--- src/rtl/systolic_feed_sequencer.sv ---
// Sequences one convolution tile: weight preload, Wout feature loops per K-pass, background weight prefetch, drain.
// Latency: read strobes are combinational on state and ready; every *_vld/sel/loop flag trails its strobe by 1 cycle.
// Backpressure: wt_rdy low holds the weight row index; dat_rdy low only delays the first beat of a loop.
module systolic_feed_sequencer #(
  parameter int TOUT      = 16,
  parameter int LOG2TOUT  = 4,
  parameter int WOUT_W    = 12,
  parameter int KLOOP_W   = 10,
  parameter int DRAIN_CYC = 36
) (
  input  logic                clk,
  input  logic                rst,
  input  logic                start,
  input  logic [WOUT_W-1:0]   cfg_wout,
  input  logic [KLOOP_W-1:0]  cfg_kloops,
  input  logic [3:0]          cfg_tin_factor,
  output logic [3:0]          tin_factor,
  output logic                busy,
  output logic                done,
  input  logic                wt_rdy,
  output logic                wt_rd_en,
  output logic [LOG2TOUT-1:0] wt_rd_idx,
  input  logic                dat_rdy,
  output logic                dat_rd_en,
  output logic                wt_vld,
  output logic [LOG2TOUT-1:0] wt_sel,
  output logic                dat_vld,
  output logic                Wout_loop_start,
  output logic                Wout_loop_end
);

  localparam int DW = $clog2(DRAIN_CYC + 1);
  localparam logic [LOG2TOUT-1:0] LAST_ROW   = LOG2TOUT'(TOUT - 1);
  // DRAIN plus the one-cycle DONE state plus the registered done flag place
  // done exactly DRAIN_CYC cycles after the final dat_vld.
  localparam logic [DW-1:0]       DRAIN_LAST = DW'(DRAIN_CYC - 2);

  typedef enum logic [2:0] {IDLE, PRELOAD, STREAM, WAIT, DRAIN, DONE} state_t;

  state_t               state;
  logic [WOUT_W-1:0]    wout_q;
  logic [WOUT_W-1:0]    beat_cnt;
  logic [WOUT_W-1:0]    beat_nxt;
  logic [KLOOP_W-1:0]   kloops_q;
  logic [KLOOP_W-1:0]   pass_cnt;
  logic [KLOOP_W-1:0]   pass_nxt;
  logic [LOG2TOUT-1:0]  rd_idx;
  logic [DW-1:0]        drain_cnt;
  logic                 wt_full;     // all rows of the next pass to stream are staged
  logic                 ld_en;       // background loader fetching pass k+1
  logic                 streaming;   // inside a Wout loop, past its first beat
  logic                 ld_last;
  logic                 first_beat;
  logic                 last_beat;
  logic                 more_passes;
  logic                 next_ready;

  assign wt_rd_idx   = rd_idx;
  assign wt_rd_en    = wt_rdy && ((state == PRELOAD) || ld_en);
  assign ld_last     = wt_rd_en && (rd_idx == LAST_ROW);
  assign first_beat  = (state == STREAM) && !streaming && wt_full && dat_rdy;
  assign dat_rd_en   = (state == STREAM) && (streaming || (wt_full && dat_rdy));
  assign beat_nxt    = beat_cnt + WOUT_W'(1);
  assign last_beat   = dat_rd_en && (beat_nxt == wout_q);
  assign pass_nxt    = pass_cnt + KLOOP_W'(1);
  assign more_passes = (pass_nxt != kloops_q);
  // A staged set consumed by this very beat does not count for the next loop.
  assign next_ready  = (wt_full && !first_beat) || ld_last;

  // Tile FSM: config latch, loop/pass/drain counting, busy and done flags.
  always_ff @(posedge clk or posedge rst) begin
    if (rst) begin
      state      <= IDLE;
      wout_q     <= '0;
      kloops_q   <= '0;
      tin_factor <= '0;
      pass_cnt   <= '0;
      beat_cnt   <= '0;
      streaming  <= 1'b0;
      drain_cnt  <= '0;
      busy       <= 1'b0;
      done       <= 1'b0;
    end else begin
      done <= 1'b0;
      if (done) busy <= 1'b0;
      case (state)
        IDLE: begin
          if (start && !done) begin
            wout_q     <= cfg_wout;
            kloops_q   <= cfg_kloops;
            tin_factor <= cfg_tin_factor;
            pass_cnt   <= '0;
            beat_cnt   <= '0;
            streaming  <= 1'b0;
            drain_cnt  <= '0;
            busy       <= 1'b1;
            state      <= (cfg_wout == '0 || cfg_kloops == '0) ? DONE : PRELOAD;
          end
        end
        PRELOAD: begin
          if (ld_last) state <= STREAM;
        end
        STREAM: begin
          if (dat_rd_en) begin
            if (last_beat) begin
              streaming <= 1'b0;
              beat_cnt  <= '0;
              if (more_passes) begin
                pass_cnt <= pass_nxt;
                state    <= next_ready ? STREAM : WAIT;
              end else begin
                drain_cnt <= '0;
                state     <= DRAIN;
              end
            end else begin
              streaming <= 1'b1;
              beat_cnt  <= beat_nxt;
            end
          end
        end
        WAIT: begin
          if (wt_full || ld_last) state <= STREAM;
        end
        DRAIN: begin
          if (drain_cnt == DRAIN_LAST) state <= DONE;
          else drain_cnt <= drain_cnt + DW'(1);
        end
        DONE: begin
          done  <= 1'b1;
          state <= IDLE;
        end
        default: state <= IDLE;
      endcase
    end
  end

  // Weight row index and staging status; the loader arms the cycle after a loop's first beat.
  always_ff @(posedge clk or posedge rst) begin
    if (rst) begin
      rd_idx  <= '0;
      wt_full <= 1'b0;
      ld_en   <= 1'b0;
    end else begin
      if (ld_last) rd_idx <= '0;
      else if (wt_rd_en) rd_idx <= rd_idx + LOG2TOUT'(1);
      if (ld_last) begin
        wt_full <= 1'b1;
        ld_en   <= 1'b0;
      end else if (first_beat) begin
        wt_full <= 1'b0;
        ld_en   <= more_passes;
      end
    end
  end

  // One-cycle delayed copies of the read-side strobes, aligned with buffer data.
  always_ff @(posedge clk or posedge rst) begin
    if (rst) begin
      wt_vld          <= 1'b0;
      wt_sel          <= '0;
      dat_vld         <= 1'b0;
      Wout_loop_start <= 1'b0;
      Wout_loop_end   <= 1'b0;
    end else begin
      wt_vld          <= wt_rd_en;
      wt_sel          <= rd_idx;
      dat_vld         <= dat_rd_en;
      Wout_loop_start <= first_beat;
      Wout_loop_end   <= last_beat;
    end
  end

endmodule

--- config.mk ---
export PLATFORM = sky130hd
export DESIGN_NAME = systolic_feed_sequencer
export DESIGN_NICKNAME = d
export VERILOG_FILES = /design/src/rtl/systolic_feed_sequencer.sv
export SDC_FILE = /design/constraint.sdc
export NUM_CORES = 1
export LEC_CHECK = 0
export CAP_MARGIN = 20
export CORE_MARGIN = 4
export CORE_UTILIZATION = 30
export CTS_CLUSTER_DIAMETER = 40
export DETAILED_ROUTE_END_ITERATION = 7
export PLACE_DENSITY_LB_ADDON = 0.2
export SLEW_MARGIN = 20
export SYNTH_ARGS = -nofsm -noshare
export SYNTH_HDL_FRONTEND = slang
export SYNTH_SLANG_ARGS = --single-unit
--- constraint.sdc ---
create_clock -name clk -period 4.37 [get_ports clk]
set_input_delay 0.6555 -clock clk [delete_from_list [all_inputs] [get_ports clk]]
set_output_delay 0.6555 -clock clk [all_outputs]
set_load 0.05 [all_outputs]
* Yosys cells after proc, flatten, opt, wreduce, memory -nomap -nowiden *
Cells that the tools add are included.

operators by class
  multiply operators = 0
  eq/ne operators = 18
  muxes and demuxes = 39
  bitwise logic cells = 0
  div/mod/pow operators = 0
  reduce and logical (&&, ||, !) cells = 30
  $add $sub $neg = 4
  order comparisons = 0
  shifts and indexed selects = 0

operators with widths
  kind                   number
  $mux 10                4
  $mux 12                3
  $mux 6                 5
  $mux 3                 8
  $pmux 12 s2            1
  $pmux 10 s2            1
  $ne 2x2->1 const B     9
  $pmux 6 s3             1
  $pmux 3 s5             1
  $add 12x1->12 const B  1
  $eq 12x12->1           1
  $logic_not 12->1       1
  $mux 1                 12
  $reduce_and 6->1       2
  $add 10x1->10 const B  1
  $logic_and 1x1->1      10
  $logic_not 10->1       1
  $ne 10x10->1           1
  $mux 4                 2
  $add 6x1->6 const B    1
  $eq 3x2->1 const B     2
  $eq 3x3->1 const B     2
  $eq 6x6->1 const B     1
  $reduce_bool 2->1      3
  other kinds (11)       17

storage, ports and cells
  output and inout bits = 20
  latch bits = 0
  word-level logic and storage cells = 109
  memory bits (read-only) = 0
  memories = 0
  register bits = 74
  input bits = 31
  bits in writable memories = 0

* Longest topological paths before layout *
Gate-level depths: netlist (run 1).

  depth in word-level cells = 12
  mapped depth = 11
  depth with buffers taken out = 8

* Least setup slack after synthesis (run 1) *
No wires, ideal clock.

  kind = flip-flop to flip-flop
  from = reg state[1]
  to = reg pass_cnt[3]
  setup slack = 1.566 ns
  arrival time = 2.684 ns
  required time = 4.250 ns
  period minus slack after synthesis = 2.804 ns
  path buffers = 3
  library setup time = 0.120 ns
  cell stages (with the launch flop) = 9
  cell sequence = dfrtp_1 -> or3b_1 -> buf_6 -> or2_2 -> clkbuf_1 -> inv_1 -> buf_1 -> nand3_1 -> a31o_2

on the way
  longest elaborated chain between the ends = 5
  elaborated cells on any way between the ends = 11
  those cells by class = eq/ne: 5; mux: 1; reduce/logical: 5

RTL lines
  what                                   line  source
  start: declaration                     40    state_t state;
  start signal: assignment               97    state <= (cfg_wout == '0 || cfg_kloops == '0) ? DONE : PRELOAD;
  start signal: assignment               110   state <= next_ready ? STREAM : WAIT;
  $eq 3x2->1 (*)                         62    assign dat_rd_en = (state == STREAM) && (streaming || (wt_full && dat_rdy));
  $logic_and 1x1->1 (*)                  62
  via dat_rd_en                          24    output logic dat_rd_en,
  $logic_and 1x1->1                      64    assign last_beat = dat_rd_en && (beat_nxt == wout_q);
  $ne 2x2->1 (no source line)            -
  $reduce_and 5->1 (no source line) (*)  -
  end signal: assignment                 109   pass_cnt <= pass_nxt;
  end: declaration                       45    logic [KLOOP_W-1:0] pass_cnt;

Mark *: on every way through the listed nets, which the timed path passes. The rest lies on a longest branch.
A chain may end at the register's enable or synchronous reset.

* Worst setup path after layout (run 1) *
  from = reg state[1]
  to = out dat_rd_en

on the way
  longest elaborated chain between the ends = 2

RTL lines
  what               line
  $eq 3x2->1         62
  $logic_and 1x1->1  62
  end: declaration   24

Every way passes these cells.

==> results of run 1 <==
[Yosys cell counts, types with 3 or more instances]
library cell / instances / share of area, %
or4_1: 4 / 0.73
dfrtp_1: 74 / 45
ha_1: 6 / 1.8
xnor2_1: 20 / 4.2
xor2_1: 11 / 2.3
nand2b_1: 3 / 0.45
mux2_2: 26 / 7.1
nand3b_1: 3 / 0.55
or3_1: 3 / 0.45
nor2_1: 18 / 1.6
nand3_1: 21 / 2.5
nand2_1: 48 / 4.4
a211oi_1: 5 / 0.91
a32o_1: 4 / 0.97
a31oi_1: 10 / 1.5
inv_1: 11 / 1.0
mux2i_1: 6 / 1.5
a32oi_1: 3 / 0.64
and4_1: 4 / 0.85
a31o_2: 3 / 0.64
o21ai_0: 22 / 2.7
nor3b_1: 6 / 1.1
nor4_1: 9 / 1.4
and3_1: 12 / 1.8
or2_2: 3 / 0.45
clkbuf_1: 22 / 2.0
and2_1: 3 / 0.45
a22o_1: 3 / 0.64
nor3_1: 18 / 2.2
a21oi_1: 11 / 1.3
a21o_1: 3 / 0.55
nand4_1: 3 / 0.45
[cell usage in the layout (no fill, tap or decap), drive strengths merged, types with 11 or more instances in the layout]
cell type | netlist | routed
o21ai | 22 | 22
inv | 11 | 11
clkbuf | 22 | 12
mux2 | 26 | 26
dfrtp | 74 | 74
a21oi | 11 | 11
nor2 | 18 | 18
xnor2 | 20 | 20
and3 | 12 | 12
nand2 | 48 | 48
nor3 | 18 | 18
xor2 | 11 | 11
clkdlybuf4s50 | 0 | 50
nand3 | 21 | 21
[per-stage QoR]
step           setup slack (ns)  std cells  power [mW]  hold slack, ns
3_5_place_dp              0.903        630        1.69           0.459
3_3_place_gp              0.915        630        1.67           0.445
5_1_grt                   0.618        646        2.59           0.499
6_report                  0.789        646        2.45           0.455
4_1_cts                   0.773        646        2.48           0.468
2_1_floorplan              1.57        426        1.45           0.462
[layout make-up]
| type | count | area [um2] | share of cell area (%) |
|---|---|---|---|
| Multi-Input combinational cell | 314 | 2120 | 41.6 |
| Tap cell | 176 | 220 | 4.33 |
| Clock buffer | 12 | 267 | 5.24 |
| Sequential cell | 74 | 1850 | 36.4 |
| Timing Repair Buffer | 55 | 538 | 10.6 |
| Inverter | 11 | 43.8 | 0.861 |
| Clock inverter | 4 | 48.8 | 0.959 |
[state kept, by name, indices dropped and copies added, names as in the netlist, 3 cells and up]
register,count
tin_factor,4
beat_cnt,12
drain_cnt,6
wout_q,12
wt_sel,4
wt_rd_idx,4
pass_cnt,10
kloops_q,10
state,3
[worst max path at each step]
| stage | from | slack [ns] | endpoint |
|---|---|---|---|
| after floorplan | state[1] | 1.57 | pass_cnt[3] |
| after CTS | state[1] | 0.77 | dat_rd_en |
| after global placement | dat_rdy | 0.92 | drain_cnt[4] |
| after detailed placement | dat_rdy | 0.90 | drain_cnt[3] |
| final | state[1] | 0.79 | dat_rd_en |
| after global routing | state[1] | 0.62 | dat_rd_en |
[power by group through the flow]
| stage | combinational [mW] | clock [mW] | sequential [mW] |
|---|---|---|---|
| after floorplan | 0.396 | 0 | 1.05 |
| after global placement | 0.749 | 0 | 0.926 |
| after detailed placement | 0.757 | 0 | 0.930 |
| after CTS | 0.761 | 0.797 | 0.918 |
| after global routing | 0.820 | 0.828 | 0.940 |
| final | 0.753 | 0.776 | 0.918 |
[cell families after synthesis]
| logic type | synth area share [%] |
|---|---|
| AO/OA/AOI/OAI | 12.5 |
| multiplexers | 8.55 |
| buffers and inverters | 3.88 |
| flip-flops | 44.8 |
| AND/OR/NAND/NOR | 21.8 |
| adder cells (fa/ha/maj) | 1.82 |
| XOR/XNOR | 6.58 |
[worst max-delay path: cells and delay by family (launching register included)]
kind / cells / cell delay, ns
DFF: 1 / 0.62
buffers and inverters: 2 / 0.93
and+or+nand+nor: 2 / 1.03
[layer usage]
metal,up-vias,routed length (um),global-route usage (%)
li1,1621,-,-
met1,1647,4680,17.4
met2,55,4790,21.7
met3,15,418,3.97
met4,0,180,4.59
met5,-,0,0
==> flow_metrics.py, run 1 <==
metrics = {
    "run_status": {
        "status": "completed",
    },
    "power_and_ir_drop": {
        "seq_power_share_pct": 37.5,
        "power_density_mw_per_mm2": 481,
        "comb_power_share_pct": 30.8,
        "ir_worst_vdd_mv": 0.184,
        "p_sw_share_pct": 35.7,
        "clkPwrFrac_pct": 31.7,
        "p_leak_nw": 2.21,
        "internal_power_mw": 1.57,
        "switchingPower_uw": 873,
    },
    "worst_setup_path": {
        "crit_slowest_cell": "clkdlybuf4s50_1",
        "critPathCaptureType": "primary output",
        "max_stage_delay_ns": 0.80,
        "cp.arrival_ns": 2.93,
        "start_kind": "flip-flop",
        "cp.required_ns": 3.71,
        "timing.critical_path.cells": "or3b_1 -> or2_2 -> inv_1 -> clkdlybuf4s50_1",
        "path_max_fanout": 17,
        "r2r_start": "state[1]",
        "critPathKind": "reg2out",
        "reg2reg_slack_ns": 1.02,
        "reg2reg_to": "drain_cnt[3]",
        "rr_worst_depth": 7,
    },
    "synthesis": {
        "synthDistinctLibCells": 54,
        "synth_area_mm2": 0.00413,
        "ys_seq_area_share_pct": 44.8,
        "ys_seq_elements": 74,
        "synthArstFlopShare_pct": 100,
        "ys_warn_count": 0,
        "synth_cells": 426,
        "synth_edf_count": 0,
        "synth_nets": 463,
        "synth.avg_cell_area_um2": 9.69,
        "synth_ff_type": "dfrtp_1",
    },
    "place": {
        "post_dp_cell_area_mm2": 0.00477,
        "hpwl_mm": 7.03,
        "port_buffers": 50,
        "gp_congestion": 0.854,
    },
    "detailed_routing": {
        "first_pass_iters": 4,
        "vias": 3338,
        "drt_iter0_drc": 183,
        "ant_nets": 0,
        "drcViolationCount": 0,
        "wl_per_cell_um": 15.6,
        "via_per_inst": 5.17,
        "wirelength_mm": 10.1,
    },
    "clock_network": {
        "cts_root_buf": "clkbuf_16",
        "post_cts_buffers": 0,
        "cts_resized": 0,
        "ctsHtreeMaxLevel": 3,
        "clock_latency_ns": 0.34,
        "postCtsHoldBufs": 0,
        "cts_made_buffers": 9,
        "cts_tree": "done",
        "cts.sinks": 74,
        "clk_pin_slew_ns": 0.06,
        "clockBufferDepth": 2,
    },
    "timing": {
        "slew_headroom_pct": 52.6,
        "fmax_ghz": 0.279,
        "finalCritPeriodShare_pct": 81.9,
        "finalClockSkew_ns": 0.00674,
        "hold_viol_final": 0,
        "tightest_slew_ns": 0.712,
        "setup-violations-final": 0,
        "fin_crit_ns": 3.58,
        "tns_ns": 0,
        "rsz0062_at_grt": "false",
        "finalMaxSlewViolations": 0,
    },
    "final_layout": {
        "diodes": 0,
        "nFillCells": 1370,
        "layout-drive-gt1-share_pct": 11.9,
        "syn_to_final_growth_pct": 23.2,
        "postLayoutCellArea_mm2": 0.00509,
        "fin_nets": 502,
        "final_core_util_pct": 38.1,
    },
    "die": {
        "ios": 51,
        "die_w_um": 125,
        "die_h_um": 125,
        "fp.coreArea_mm2": 0.0133,
        "rows": 42,
        "die_area_mm2": 0.0157,
        "start_util_pct": 30.9,
    },
    "hold_path": {
        "hp-class": "reg2reg",
        "hold_end": "wt_sel[3]",
        "whs_path_depth": 0,
        "min_from": "wt_rd_idx[3]",
    },
    "flow_run": {
        "drv_cap": 0,
    },
    "grt": {
        "antenna_found_initial": 0,
        "grt.total_usage_pct": 13.5,
        "grt_pass1_vias": 3360,
        "overflow": 0,
        "grt_pass1_wl_mm": 17.1,
        "grt_max_degree": 55,
    },
}
(Power assumes the default switching activity.)
==> run 2, diff against run 1 <==
==> constraint.sdc (replaced) <==
create_clock -name clk -period 3.7 [get_ports clk]
set_input_delay 0.555 -clock clk [delete_from_list [all_inputs] [get_ports clk]]
set_output_delay 0.555 -clock clk [all_outputs]
set_load 0.05 [all_outputs]
==> flow_metrics.py, run 2 (same netlist as run 1, synthesis figures left out) <==
metrics = {
    "clock_network": {
        "cts_made_buffers": 9,
        "clockBufferDepth": 2,
        "cts_root_buf": "clkbuf_16",
        "ctsHtreeMaxLevel": 3,
        "clock_latency_ns": 0.34,
        "cts.sinks": 74,
        "post_cts_buffers": 0,
        "clk_pin_slew_ns": 0.06,
        "postCtsHoldBufs": 0,
        "cts_tree": "done",
        "cts_resized": 0,
    },
    "detailed_routing": {
        "drt_iter0_drc": 229,
        "first_pass_iters": 4,
        "vias": 3346,
        "ant_nets": 0,
        "wirelength_mm": 10.1,
        "drcViolationCount": 0,
        "via_per_inst": 5.16,
        "wl_per_cell_um": 15.6,
    },
    "die": {
        "die_w_um": 125,
        "die_h_um": 125,
        "start_util_pct": 30.9,
        "ios": 51,
        "fp.coreArea_mm2": 0.0133,
        "die_area_mm2": 0.0157,
        "rows": 42,
    },
    "worst_setup_path": {
        "critPathCaptureType": "flip-flop",
        "crit_slowest_cell": "or4_1",
        "critPathKind": "reg2reg",
        "path_max_fanout": 17,
        "max_stage_delay_ns": 0.73,
        "crit_family": "simple AND/OR/NAND/NOR gates",
        "start_kind": "flip-flop",
        "path_buf_inv": 0,
        "cp.arrival_ns": 3.42,
        "cp.required_ns": 3.92,
        "timing.critical_path.cells": "ha_1 -> nand3_1 -> xnor2_1 -> nand3_1 -> or4_1 -> or4_1 -> a21o_1 -> a22o_1",
    },
    "grt": {
        "grt_pass1_vias": 3370,
        "grt_pass1_wl_mm": 16.9,
        "grt.total_usage_pct": 13.2,
        "overflow": 0,
        "grt_max_degree": 49,
        "antenna_found_initial": 0,
    },
    "timing": {
        "fmax_ghz": 0.313,
        "slew_headroom_pct": 38.5,
        "rsz0062_at_grt": "false",
        "hold_viol_final": 0,
        "finalMaxSlewViolations": 0,
        "fin_crit_ns": 3.20,
        "tightest_slew_ns": 0.923,
        "tns_ns": 0,
        "finalCritPeriodShare_pct": 86.5,
        "setup-violations-final": 0,
        "finalClockSkew_ns": 0.00497,
    },
    "power_and_ir_drop": {
        "ir_worst_vdd_mv": 0.248,
        "power_density_mw_per_mm2": 565,
        "p_leak_nw": 2.23,
    },
    "place": {
        "gp_congestion": 0.888,
        "hpwl_mm": 7.14,
        "port_buffers": 50,
    },
    "final_layout": {
        "layout_commonest_cell": "dfrtp_1",
        "final_cell_mix": "74 x dfrtp_1, 49 x clkdlybuf4s50_1, 48 x nand2_1",
        "diodes": 0,
        "largestRegisters": "beat_cnt: 12 flops, wout_q: 12 flops",
        "final_core_util_pct": 38.3,
        "fin_nets": 505,
        "syn_to_final_growth_pct": 23.7,
        "layout-drive-gt1-share_pct": 12.3,
    },
    "hold_path": {
        "hp-class": "reg2reg",
    },
    "run_status": {
        "status": "completed",
    },
    "flow_run": {
        "drv_cap": 0,
    },
}
==> run 2: path summary, 6_finish.rpt <==
| kind | slack (ns) | from | cells past startpoint | to |
|---|---|---|---|---|
| hold reg to reg | 0.45 | wt_rd_idx[3] | 0 | wt_sel[3] |
| setup / recovery | 0.50 | beat_cnt[0] | 8 | drain_cnt[3] |
| min in group asynchronous | 0.71 | rst | 2 | beat_cnt[9] |
| hold / removal | 0.45 | wt_rd_idx[3] | 0 | wt_sel[3] |
| setup reg to reg | 0.50 | beat_cnt[0] | 8 | drain_cnt[3] |
| max in group asynchronous | 2.37 | rst | 3 | wt_rd_idx[2] |
==> run 2: cell type report <==
type	instances	area, um2
clock inverter	2	35.0
inverter	11	42.5
fill	1383	8240
clock buffer	13	270
timing repair buffer	58	571
multi-input combinational	314	2120
tap	176	220
sequential	74	1850
==> run 2: power by group <==
group / leakage, nW / switching [mW] / total (mW) / internal, mW
combinational: 1.08 / 0.581 / 0.932 / 0.351
sequential: 0.992 / 0.121 / 1.06 / 0.943
clock: 0.152 / 0.319 / 0.891 / 0.572
==> run 2: metal layers <==
layer,vias to the layer above,global-route usage (%),part of all wire [%]
met2,62,21.1,47
li1,1635,-,-
met3,16,4.26,4.0
met5,-,0,0
met4,0,4.46,1.9
met1,1633,17.0,47
==> run 2: through the flow <==
stage / cells / setup WS (ns) / hold slack (ns) / instance area, um2 / power [mW]
floorplan: 426 / 0.896 / 0.462 / 4130 / 1.71
global placement: 633 / 0.356 / 0.446 / 4800 / 2.00
detailed placement: 633 / 0.330 / 0.442 / 4800 / 2.02
CTS: 648 / 0.532 / 0.454 / 5110 / 2.93
global route: 648 / 0.273 / 0.491 / 5110 / 3.05
finish: 648 / 0.500 / 0.454 / 5110 / 2.89
==> run 2: worst register-to-register path, stage by stage, from the launching register on <==
cell and delay (ns):
dfrtp_1 0.47, ha_1 0.32, nand3_1 0.18, xnor2_1 0.32, nand3_1 0.12, or4_1 0.41
or4_1 0.73, a21o_1 0.31, a22o_1 0.23
==> run 3, diff against run 2 <==
--- a/config.mk
+++ b/config.mk
@@ -5,7 +5,6 @@
 export SDC_FILE = /design/constraint.sdc
 export NUM_CORES = 1
 export LEC_CHECK = 0
-export CAP_MARGIN = 20
 export CORE_MARGIN = 4
 export CORE_UTILIZATION = 30
 export CTS_CLUSTER_DIAMETER = 40
==> results of run 3 <==
The final DEF is identical to that of run 2; final timing and power are the same.
